**config.mk**
```make
export PLATFORM = sky130hd
export DESIGN_NAME = wb_frame_arbiter
export DESIGN_NICKNAME = d
export VERILOG_FILES = /design/src/rtl/wb_frame_arbiter.sv
export SDC_FILE = /design/constraint.sdc
export NUM_CORES = 1
export LEC_CHECK = 0
export ABC_AREA = 1
export CORE_MARGIN = 3
export CORE_UTILIZATION = 38
export CTS_CLUSTER_DIAMETER = 30
export DETAILED_ROUTE_END_ITERATION = 12
export HOLD_SLACK_MARGIN = 0.05
export PLACE_DENSITY_LB_ADDON = 0.2
export SLEW_MARGIN = 20
export SYNTH_ARGS = -nofsm -noshare
export SYNTH_HDL_FRONTEND = slang
export SYNTH_SLANG_ARGS = --single-unit
export TNS_END_PERCENT = 5
```
**constraint.sdc**
```tcl
create_clock -name clk_i -period 2.8 [get_ports clk_i]
set_clock_uncertainty 0.05 [all_clocks]
set_input_delay 0.84 -clock clk_i [delete_from_list [all_inputs] [get_ports clk_i]]
set_output_delay 0.84 -clock clk_i [all_outputs]
set_load 0.05 [all_outputs]
```
**src/rtl/wb_frame_arbiter.sv**
```systemverilog
// Round-robin arbiter that serialises several Wishbone masters onto one slave port.
// States: IDLE | no grant, choose the next requester / GRANT | slave port owned by gidx_q / RELEASE | one forced idle bus cycle
module wb_frame_arbiter #(
    parameter int NUM_MASTERS   = 4,
    parameter int ADDRESS_WIDTH = 16,
    parameter int DATA_WIDTH    = 8,
    parameter int DATA_BYTES    = 1,
    parameter int MAX_HOLD      = 1024
) (
    input  logic                                 clk_i,
    input  logic                                 rst_ni,
    input  logic [NUM_MASTERS*ADDRESS_WIDTH-1:0] m_adr_i,
    input  logic [NUM_MASTERS*DATA_WIDTH-1:0]    m_dat_i,
    input  logic [NUM_MASTERS-1:0]               m_we_i,
    input  logic [NUM_MASTERS*DATA_BYTES-1:0]    m_sel_i,
    input  logic [NUM_MASTERS-1:0]               m_stb_i,
    input  logic [NUM_MASTERS-1:0]               m_cyc_i,
    input  logic [NUM_MASTERS*3-1:0]             m_cti_i,
    output logic [DATA_WIDTH-1:0]                m_dat_o,
    output logic [NUM_MASTERS-1:0]               m_ack_o,
    output logic [NUM_MASTERS-1:0]               m_err_o,
    output logic [ADDRESS_WIDTH-1:0]             s_adr_o,
    output logic [DATA_WIDTH-1:0]                s_dat_o,
    output logic                                 s_we_o,
    output logic [DATA_BYTES-1:0]                s_sel_o,
    output logic                                 s_stb_o,
    output logic                                 s_cyc_o,
    output logic [2:0]                           s_cti_o,
    input  logic [DATA_WIDTH-1:0]                s_dat_i,
    input  logic                                 s_ack_i,
    output logic [NUM_MASTERS-1:0]               grant_o,
    output logic                                 busy_o
);

    localparam int PTR_W = $clog2(NUM_MASTERS);
    localparam int SCN_W = PTR_W + 1;
    localparam int WD_W  = $clog2(MAX_HOLD);

    typedef enum logic [1:0] {
        IDLE    = 2'd0,
        GRANT   = 2'd1,
        RELEASE = 2'd2
    } state_t;

    state_t                 state_q, state_d;
    logic [NUM_MASTERS-1:0] grant_q, grant_d;
    logic [PTR_W-1:0]       gidx_q, gidx_d;
    logic [PTR_W-1:0]       rr_q, rr_d;
    logic [WD_W-1:0]        wd_q, wd_d;

    logic                   pick_found;
    logic [PTR_W-1:0]       pick_idx;
    logic [SCN_W-1:0]       scan;
    logic [PTR_W-1:0]       rr_next;
    logic                   gnt_cyc;
    logic                   wd_fire;

    assign gnt_cyc = m_cyc_i[gidx_q];
    // An ack in the terminal cycle wins over the abort.
    assign wd_fire = (state_q == GRANT) && (wd_q == WD_W'(MAX_HOLD - 1)) && !s_ack_i;
    assign rr_next = (gidx_q == PTR_W'(NUM_MASTERS - 1)) ? '0 : gidx_q + PTR_W'(1);

    always_comb begin
        pick_found = 1'b0;
        pick_idx   = '0;
        scan       = '0;
        for (int i = 0; i < NUM_MASTERS; i++) begin
            scan = {1'b0, rr_q} + SCN_W'(i);
            if (scan >= SCN_W'(NUM_MASTERS)) begin
                scan = scan - SCN_W'(NUM_MASTERS);
            end
            if (!pick_found && m_cyc_i[scan[PTR_W-1:0]]) begin
                pick_found = 1'b1;
                pick_idx   = scan[PTR_W-1:0];
            end
        end
    end

    always_ff @(posedge clk_i or negedge rst_ni) begin
        if (!rst_ni) begin
            state_q <= IDLE;
            grant_q <= '0;
            gidx_q  <= '0;
            rr_q    <= '0;
            wd_q    <= '0;
        end else begin
            state_q <= state_d;
            grant_q <= grant_d;
            gidx_q  <= gidx_d;
            rr_q    <= rr_d;
            wd_q    <= wd_d;
        end
    end

    always_comb begin
        state_d = state_q;
        grant_d = grant_q;
        gidx_d  = gidx_q;
        rr_d    = rr_q;
        wd_d    = wd_q;
        case (state_q)
            IDLE: begin
                if (pick_found) begin
                    state_d = GRANT;
                    grant_d = NUM_MASTERS'(1) << pick_idx;
                    gidx_d  = pick_idx;
                    wd_d    = '0;
                end
            end
            GRANT: begin
                wd_d = s_ack_i ? '0 : wd_q + WD_W'(1);
                if (!gnt_cyc || wd_fire) begin
                    state_d = RELEASE;
                    grant_d = '0;
                    rr_d    = rr_next;
                end
            end
            RELEASE: begin
                state_d = IDLE;
            end
            default: begin
                state_d = IDLE;
                grant_d = '0;
            end
        endcase
    end

    assign m_dat_o = s_dat_i;
    assign grant_o = grant_q;

    always_comb begin
        s_adr_o = '0;
        s_dat_o = '0;
        s_we_o  = 1'b0;
        s_sel_o = '0;
        s_stb_o = 1'b0;
        s_cyc_o = 1'b0;
        s_cti_o = 3'b000;
        m_ack_o = '0;
        m_err_o = '0;
        busy_o  = 1'b0;
        if (state_q == GRANT) begin
            s_adr_o = m_adr_i[gidx_q*ADDRESS_WIDTH +: ADDRESS_WIDTH];
            s_dat_o = m_dat_i[gidx_q*DATA_WIDTH +: DATA_WIDTH];
            s_we_o  = m_we_i[gidx_q];
            s_sel_o = m_sel_i[gidx_q*DATA_BYTES +: DATA_BYTES];
            s_stb_o = m_stb_i[gidx_q];
            s_cyc_o = gnt_cyc;
            s_cti_o = m_cti_i[gidx_q*3 +: 3];
            m_ack_o = s_ack_i ? grant_q : '0;
            m_err_o = wd_fire ? grant_q : '0;
            busy_o  = 1'b1;
        end
    end

endmodule

```
==> results.json, run 1 <==
{
  "track_usage_pct": 26.3,
  "final_cells": 692,
  "final_min_period_over_clock_period_pct": 102,
  "die_height_um": 87.2,
  "number_of_buffers_added_by_the_clock_tree_synthesis_step": 3,
  "placedInstanceArea_mm2": 0.00470,
  "per_instance_average_area_after_synthesis_um2": 5.53,
  "final_antenna_net_count": 0,
  "clk_latency_ns": 0.27,
  "share_of_synthesized_area_spent_on_multiplexers_pct": 0,
  "synth_top_family_by_area": "simple AND/OR/NAND/NOR gates",
  "synth_compound_area_share_pct": 23.8,
  "grt_pass1_wl_um": 16300,
  "synthDominantCellAreaShare_pct": 21.0,
  "clkTransAtPathRegs_ns": 0.07,
  "cap_violations": 0,
  "antenna_found_initial": 0,
  "report.final.setup_viol": 18,
  "drt_first_pass_iters": 5,
  "timing.critical_path.arrival_ns": 1.97,
  "synthesis.nets": 590,
  "failed_checks": "setup timing",
  "critPathSlowestCell": "sky130_fd_sc_hd__clkdlybuf4s50_1",
  "fp.dieArea_mm2": 0.00761,
  "design.portCount": 187,
  "power_leakage_nw": 2.12,
  "remaining_drc_errors": 0,
  "cts_hold_buf": 0,
  "route.detailed.vias_per_inst": 5.28,
  "synth-xor-area-share_pct": 0,
  "yosysSeqAreaShare_pct": 20.0,
  "detailed_place_hpwl_um": 8060,
  "portBuffers": 170,
  "timing.critical_path.buf_inv": 2,
  "achievable-frequency_mhz": 349,
  "final_max_slew_viol_count": 0,
  "syn-cell-area_mm2": 0.00251,
  "cellPowerDensity_mw_per_mm2": 1080,
  "holdCritPathClass": "reg -> reg",
  "avgRoutedWirePerCell_um": 15.0,
  "route.vias.total": 3651,
  "max_slew_margin_pct": 67.3,
  "yosysUniqueCellTypes": 25,
  "chipWidth_um": 87.2,
  "maximum_number_of_pins_on_one_net_before_global_route_repair": 61,
  "cts.sinks": 20,
  "netlist.top_cell.by_area": "sky130_fd_sc_hd__nor2_1",
  "path_max_fanout": 1,
  "cts-htree-levels": 1,
  "floorplan.initialDensity_pct": 40.6,
  "synth_simple_gate_area_share_pct": 43.3,
  "timing.setup.tns_ns": -0.470,
  "synth-adder-area-share_pct": 0.999,
  "final_hold_viol_count": 0,
  "yosys_warnings": 0,
  "post_synth_main_area_contributors": "sky130_fd_sc_hd__nor2_1, sky130_fd_sc_hd__dfrtp_1, sky130_fd_sc_hd__o21ai_0",
  "crit_path_end_kind": "output port",
  "clock_tree_from_tritoncts": "built",
  "min_period_ns": 2.86,
  "core_mm2": 0.00617,
  "std_cell_rows": 28,
  "clock_tree_root_driver_cell": "sky130_fd_sc_hd__clkbuf_8",
  "rsz0062_at_grt": "true",
  "grt-ovfl-total": 0,
  "total_power_mw": 5.28,
  "timing.critical_path.cells": "clkdlybuf4s50_1 -> nor2_1 -> nor2_1 -> o21ai_0 -> a21oi_1 -> buf_12",
  "worst_slack_ns": -0.0638,
  "clock_tree.buffer_depth": 2,
  "nets": 755,
  "critical-path-top-cell-by-count": "sky130_fd_sc_hd__nor2_1",
  "vdd_drop_max_mv": 0.654,
  "register_bit_count_reported_by_yosys": 20,
  "place_congestion": 0.862,
  "cp-start-kind": "input port",
  "layout.filler_cells": 430,
  "critical-path-max-stage-delay_ns": 0.49,
  "area_growth_syn_to_layout_pct": 95.6,
  "worst_slew_pin_slew_ns": 0.489,
  "totalWireLength_um": 10400,
  "first_global_vias": 3475,
  "run_status": "finished, violations left",
  "worst-endpoint-required_ns": 1.91,
  "criticalPathCategory": "in -> out",
  "pre_cts_slack_ns": -0.167,
  "placedCellCount": 686,
  "insertedDiodeCount": 0,
  "crit_family": "buffers and inverters",
  "final_design_area_no_fill_mm2": 0.00490,
  "dr.first_iter.drc_count": 165,
  "postSynthCellCount": 453,
  "final_layout_size_suffix_gt1_share_pct": 21.1
}
==> routing by layer <==
| metal | vias to the layer above | part of all wire, % | global-route usage (%) |
|---|---|---|---|
| met3 | 28 | 7.3 | 5.30 |
| met5 | - | 0 | 0 |
| li1 | 1782 | - | - |
| met2 | 181 | 53 | 48.7 |
| met4 | 0 | 3.1 | 8.23 |
| met1 | 1660 | 37 | 30.1 |
==> layout make-up <==
cell class	count	area, µm²	share of cell area, %
Multi-Input combinational cell	367	1820	37.1
Tap cell	75	93.8	1.91
Clock buffer	4	55.1	1.12
Inverter	33	126	2.58
Sequential cell	20	502	10.2
Timing Repair Buffer	193	2310	47.1
==> cell families (layout without fill, tap and decap cells) <==
| group | Yosys count | after routing |
|---|---|---|
| adders and majority gates | 2 | 2 |
| and+or+nand+nor | 254 | 254 |
| DFF | 20 | 20 |
| AOI/OAI and AO/OA | 111 | 111 |
| buffers and inverters | 66 | 230 |
==> cell usage after synthesis <==
cell type	number
sky130_fd_sc_hd__buf_6	1
sky130_fd_sc_hd__a21oi_1	30
sky130_fd_sc_hd__nor2_1	140
sky130_fd_sc_hd__nand2_2	10
sky130_fd_sc_hd__nand2_1	67
sky130_fd_sc_hd__a21boi_1	1
sky130_fd_sc_hd__nor2_4	1
sky130_fd_sc_hd__nor2_2	5
sky130_fd_sc_hd__o21ai_0	61
sky130_fd_sc_hd__o21ai_1	8
sky130_fd_sc_hd__ha_1	2
sky130_fd_sc_hd__nand3_1	17
sky130_fd_sc_hd__dfrtp_1	20
sky130_fd_sc_hd__buf_4	9
sky130_fd_sc_hd__clkbuf_1	16
sky130_fd_sc_hd__o211ai_1	2
sky130_fd_sc_hd__nand2_4	2
sky130_fd_sc_hd__inv_2	5
sky130_fd_sc_hd__buf_2	7
sky130_fd_sc_hd__nand2_8	1
sky130_fd_sc_hd__nand4_1	9
sky130_fd_sc_hd__clkinv_1	1
sky130_fd_sc_hd__inv_1	27
sky130_fd_sc_hd__nand3_2	2
sky130_fd_sc_hd__o21ai_2	9
==> sequential cells by signal, summed over array words and instances, names as in the netlist <==
| register | count |
|---|---|
| rr_q | 2 |
| state_q | 2 |
| wd_q | 10 |
| grant_o | 4 |
| gidx_q | 2 |
==> worst reg2reg max path, delay by kind of cell (launching register included) <==
family / cells / cell delay [ns]
buffers and inverters: 3 / 0.59
DFF: 1 / 0.42
and+or+nand+nor: 7 / 0.84
==> cells in the final DEF (no fill, tap or decap), types with 2 or more instances in the layout <==
cell type	netlist	layout
sky130_fd_sc_hd__o21ai_2	9	9
sky130_fd_sc_hd__o21ai_0	61	52
sky130_fd_sc_hd__dlymetal6s2s_1	0	4
sky130_fd_sc_hd__nand2_4	2	2
sky130_fd_sc_hd__o21ai_1	8	17
sky130_fd_sc_hd__nor2_2	5	5
sky130_fd_sc_hd__inv_2	5	6
sky130_fd_sc_hd__buf_4	9	21
sky130_fd_sc_hd__a21oi_2	0	16
sky130_fd_sc_hd__nand2_1	67	65
sky130_fd_sc_hd__nand3_1	17	16
sky130_fd_sc_hd__nor2_4	1	6
sky130_fd_sc_hd__dfrtp_1	20	19
sky130_fd_sc_hd__o211ai_1	2	2
sky130_fd_sc_hd__buf_12	0	40
sky130_fd_sc_hd__clkbuf_8	0	4
sky130_fd_sc_hd__nand3_2	2	3
sky130_fd_sc_hd__clkdlybuf4s50_1	0	123
sky130_fd_sc_hd__a21oi_1	30	14
sky130_fd_sc_hd__dlygate4sd2_1	0	3
sky130_fd_sc_hd__nand4_1	9	9
sky130_fd_sc_hd__nor2_1	140	135
sky130_fd_sc_hd__inv_1	27	25
sky130_fd_sc_hd__nand2_2	10	12
==> stage by stage <==
step / hold WS [ns] / util (%)
3_3_place_gp: 0.444 / 76.2
5_1_grt: 0.497 / 79.5
4_1_cts: 0.464 / 78.6
6_report: 0.457 / 79.5
3_5_place_dp: 0.445 / 76.2
2_1_floorplan: 0.445 / -
==> path summary, 6_finish.rpt <==
path	depth (start not counted)	startpoint	slack, ns	end
setup / recovery	6	m_adr_i[4]	-0.06	s_adr_o[4]
hold / removal	2	grant_o[3]	0.46	grant_o[3]
setup reg to reg	10	state_q[0]	0.79	grant_o[2]
hold reg to reg	2	grant_o[3]	0.46	grant_o[3]
max in group asynchronous	2	rst_ni	1.61	gidx_q[0]
min in group asynchronous	2	rst_ni	0.86	grant_o[1]
==> power by group <==
part | leakage (nW) | switching, mW | internal (mW)
logic | 1.82 | 2.71 | 1.84
registers | 0.266 | 0.132 | 0.365
clock network | 0.0288 | 0.103 | 0.126
total | 2.12 | 2.95 | 2.33
==> timing repair <==
action / 4_1_cts / 5_1_grt
setup buffers: 1 / 1
pin swaps: 21 / 22
gates resized for setup: 30 / 23
endpoints found under the hold margin: 0 / 0
endpoints found under the setup margin: 37 / 35
Note: power is estimated with default switching activity, not from simulation.
==> inputs of run 2 (changes only) <==
CORE_UTILIZATION = 50   (was 38)
CTS_CLUSTER_SIZE = 40   (was unset)
DONT_BUFFER_PORTS = 1   (was unset)
==> run 2 against run 1 <==
Net effect:
- critical endpoint is now m_err_o[3]
- sequential share of layout area up 7.2 points
- fmax is 8.5% higher
- cell count decreased by 21%
- the run now ends clean
==> results.json, run 2 (synthesis gave the netlist of run 1 again) <==
{
  "number_of_buffers_added_by_the_clock_tree_synthesis_step": 3,
  "largest_register_ff_count": 10,
  "core_mm2": 0.00479,
  "floorplan.initialDensity_pct": 52.4,
  "dr.first_iter.drc_count": 223,
  "path_max_fanout": 5,
  "total_power_mw": 4.04,
  "final_cells": 544,
  "run_status": "finished clean",
  "placedInstanceArea_mm2": 0.00283,
  "clock_tree_from_tritoncts": "built",
  "clkTransAtPathRegs_ns": 0.07,
  "cp-start-kind": "flop",
  "worst-endpoint-required_ns": 1.91,
  "detailed_place_hpwl_um": 6090,
  "cap_violations": 0,
  "insertedDiodeCount": 0,
  "first_global_vias": 2751,
  "antenna_found_initial": 0,
  "power.share.combinational_pct": 82.2,
  "grt_pass1_wl_um": 12800,
  "chipWidth_um": 76.8,
  "layout.filler_cells": 479,
  "timing.critical_path.arrival_ns": 1.75,
  "worst_slew_pin_slew_ns": 0.503,
  "die_height_um": 76.8,
  "timing.setup.tns_ns": 0,
  "power_leakage_nw": 1.39,
  "final_design_area_no_fill_mm2": 0.00290,
  "totalWireLength_um": 7650,
  "clock_tree_root_driver_cell": "sky130_fd_sc_hd__clkbuf_8",
  "drt_first_pass_iters": 5,
  "min_period_ns": 2.64,
  "clk_latency_ns": 0.26,
  "hold_slack_ns": 0.215,
  "final_max_slew_viol_count": 0,
  "most-common-layout-cells": "sky130_fd_sc_hd__nor2_1, sky130_fd_sc_hd__nand2_1, sky130_fd_sc_hd__o21ai_0",
  "achievable-frequency_mhz": 379,
  "holdCritPathClass": "in -> async",
  "placedCellCount": 539,
  "std_cell_rows": 25,
  "fp.dieArea_mm2": 0.00590,
  "criticalPathCategory": "reg -> out",
  "avgRoutedWirePerCell_um": 14.1,
  "vdd_drop_max_mv": 1.19,
  "design.portCount": 187,
  "max_slew_margin_pct": 66.4,
  "nets": 615,
  "route.detailed.vias_per_inst": 5.43,
  "route.vias.total": 2952,
  "crit_path_end_kind": "output port",
  "portBuffers": 0,
  "final_hold_viol_count": 0,
  "cellPowerDensity_mw_per_mm2": 1390,
  "clock_power_share_pct": 4.9,
  "sw_share_pct": 64.0,
  "remaining_drc_errors": 0,
  "grt-ovfl-total": 0,
  "registers.top_by_ff_count": "wd_q",
  "track_usage_pct": 25.7,
  "area_growth_syn_to_layout_pct": 15.6,
  "report.final.setup_viol": 0,
  "layout.cells.most_common": "sky130_fd_sc_hd__nor2_1",
  "final_min_period_over_clock_period_pct": 94.3,
  "place_congestion": 0.887,
  "intPower_mw": 1.45,
  "final_antenna_net_count": 0,
  "cts.sinks": 20,
  "maximum_number_of_pins_on_one_net_before_global_route_repair": 39,
  "cts-htree-levels": 1,
  "final_layout_size_suffix_gt1_share_pct": 19.5,
  "seq_power_share_pct": 12.9,
  "r2r_cells": 10,
  "switchingPower_mw": 2.59,
  "clock_tree.buffer_depth": 2
}
## run 2: path summary, 6_finish.rpt
path,startpoint,end,slack (ns)
worst max-delay path,wd_q[0],m_err_o[3],0.16
worst min-delay path,rst_ni,grant_o[0],0.21
worst max register to register,rr_q[0],wd_q[6],1.01
worst min register to register,wd_q[1],wd_q[1],0.50
max in group asynchronous,rst_ni,gidx_q[0],2.40
min in group clk_i,wd_q[1],wd_q[1],0.50
## run 2: cell type report
type / instances / area [µm²] / area share (%)
Tap cell: 67 / 83.8 / 2.89
Clock buffer: 4 / 45.0 / 1.55
Multi-Input combinational cell: 367 / 1710 / 59.0
Timing Repair Buffer: 53 / 430 / 14.9
Inverter: 33 / 124 / 4.27
Sequential cell: 20 / 504 / 17.4
## run 2: per-stage QoR
stage	setup WS (ns)	utilization [%]
detailed placement	0.297	59.2
CTS	0.116	60.1
finish	0.160	60.5
floorplan	-0.0255	-
global placement	0.310	59.2
global route	-0.0104	60.5
## run 2: layer usage
metal / share of wire [%] / wire, µm / track usage [%]
met2: 51 / 3880 / 46.1
met3: 6.6 / 504 / 4.81
met1: 41 / 3160 / 31.6
met4: 1.4 / 104 / 5.98
met5: 0 / 0 / 0
## run 2: power by group through the flow
stage	clock, mW	combinational, mW	sequential, mW
after floorplan	0	2.56	0.488
after global placement	0	3.26	0.521
after detailed placement	0	3.30	0.523
after CTS	0.201	3.31	0.516
after global routing	0.217	3.63	0.538
final	0.198	3.32	0.522
## run 2: critical path: stages, from the launching register on
cell and delay (ns):
sky130_fd_sc_hd__dfrtp_1 0.38, sky130_fd_sc_hd__ha_1 0.20, sky130_fd_sc_hd__nand3_1 0.13, sky130_fd_sc_hd__nor2_2 0.13
sky130_fd_sc_hd__nand3_1 0.12, sky130_fd_sc_hd__nor2_2 0.17, sky130_fd_sc_hd__inv_2 0.08, sky130_fd_sc_hd__nor2_1 0.09
sky130_fd_sc_hd__buf_4 0.20
## run 2: what timing repair did
item,4_1_cts,5_1_grt
buffers inserted,0,1
hold buffers,0,0
endpoints found under the setup margin,0,9
gates resized for setup,0,4
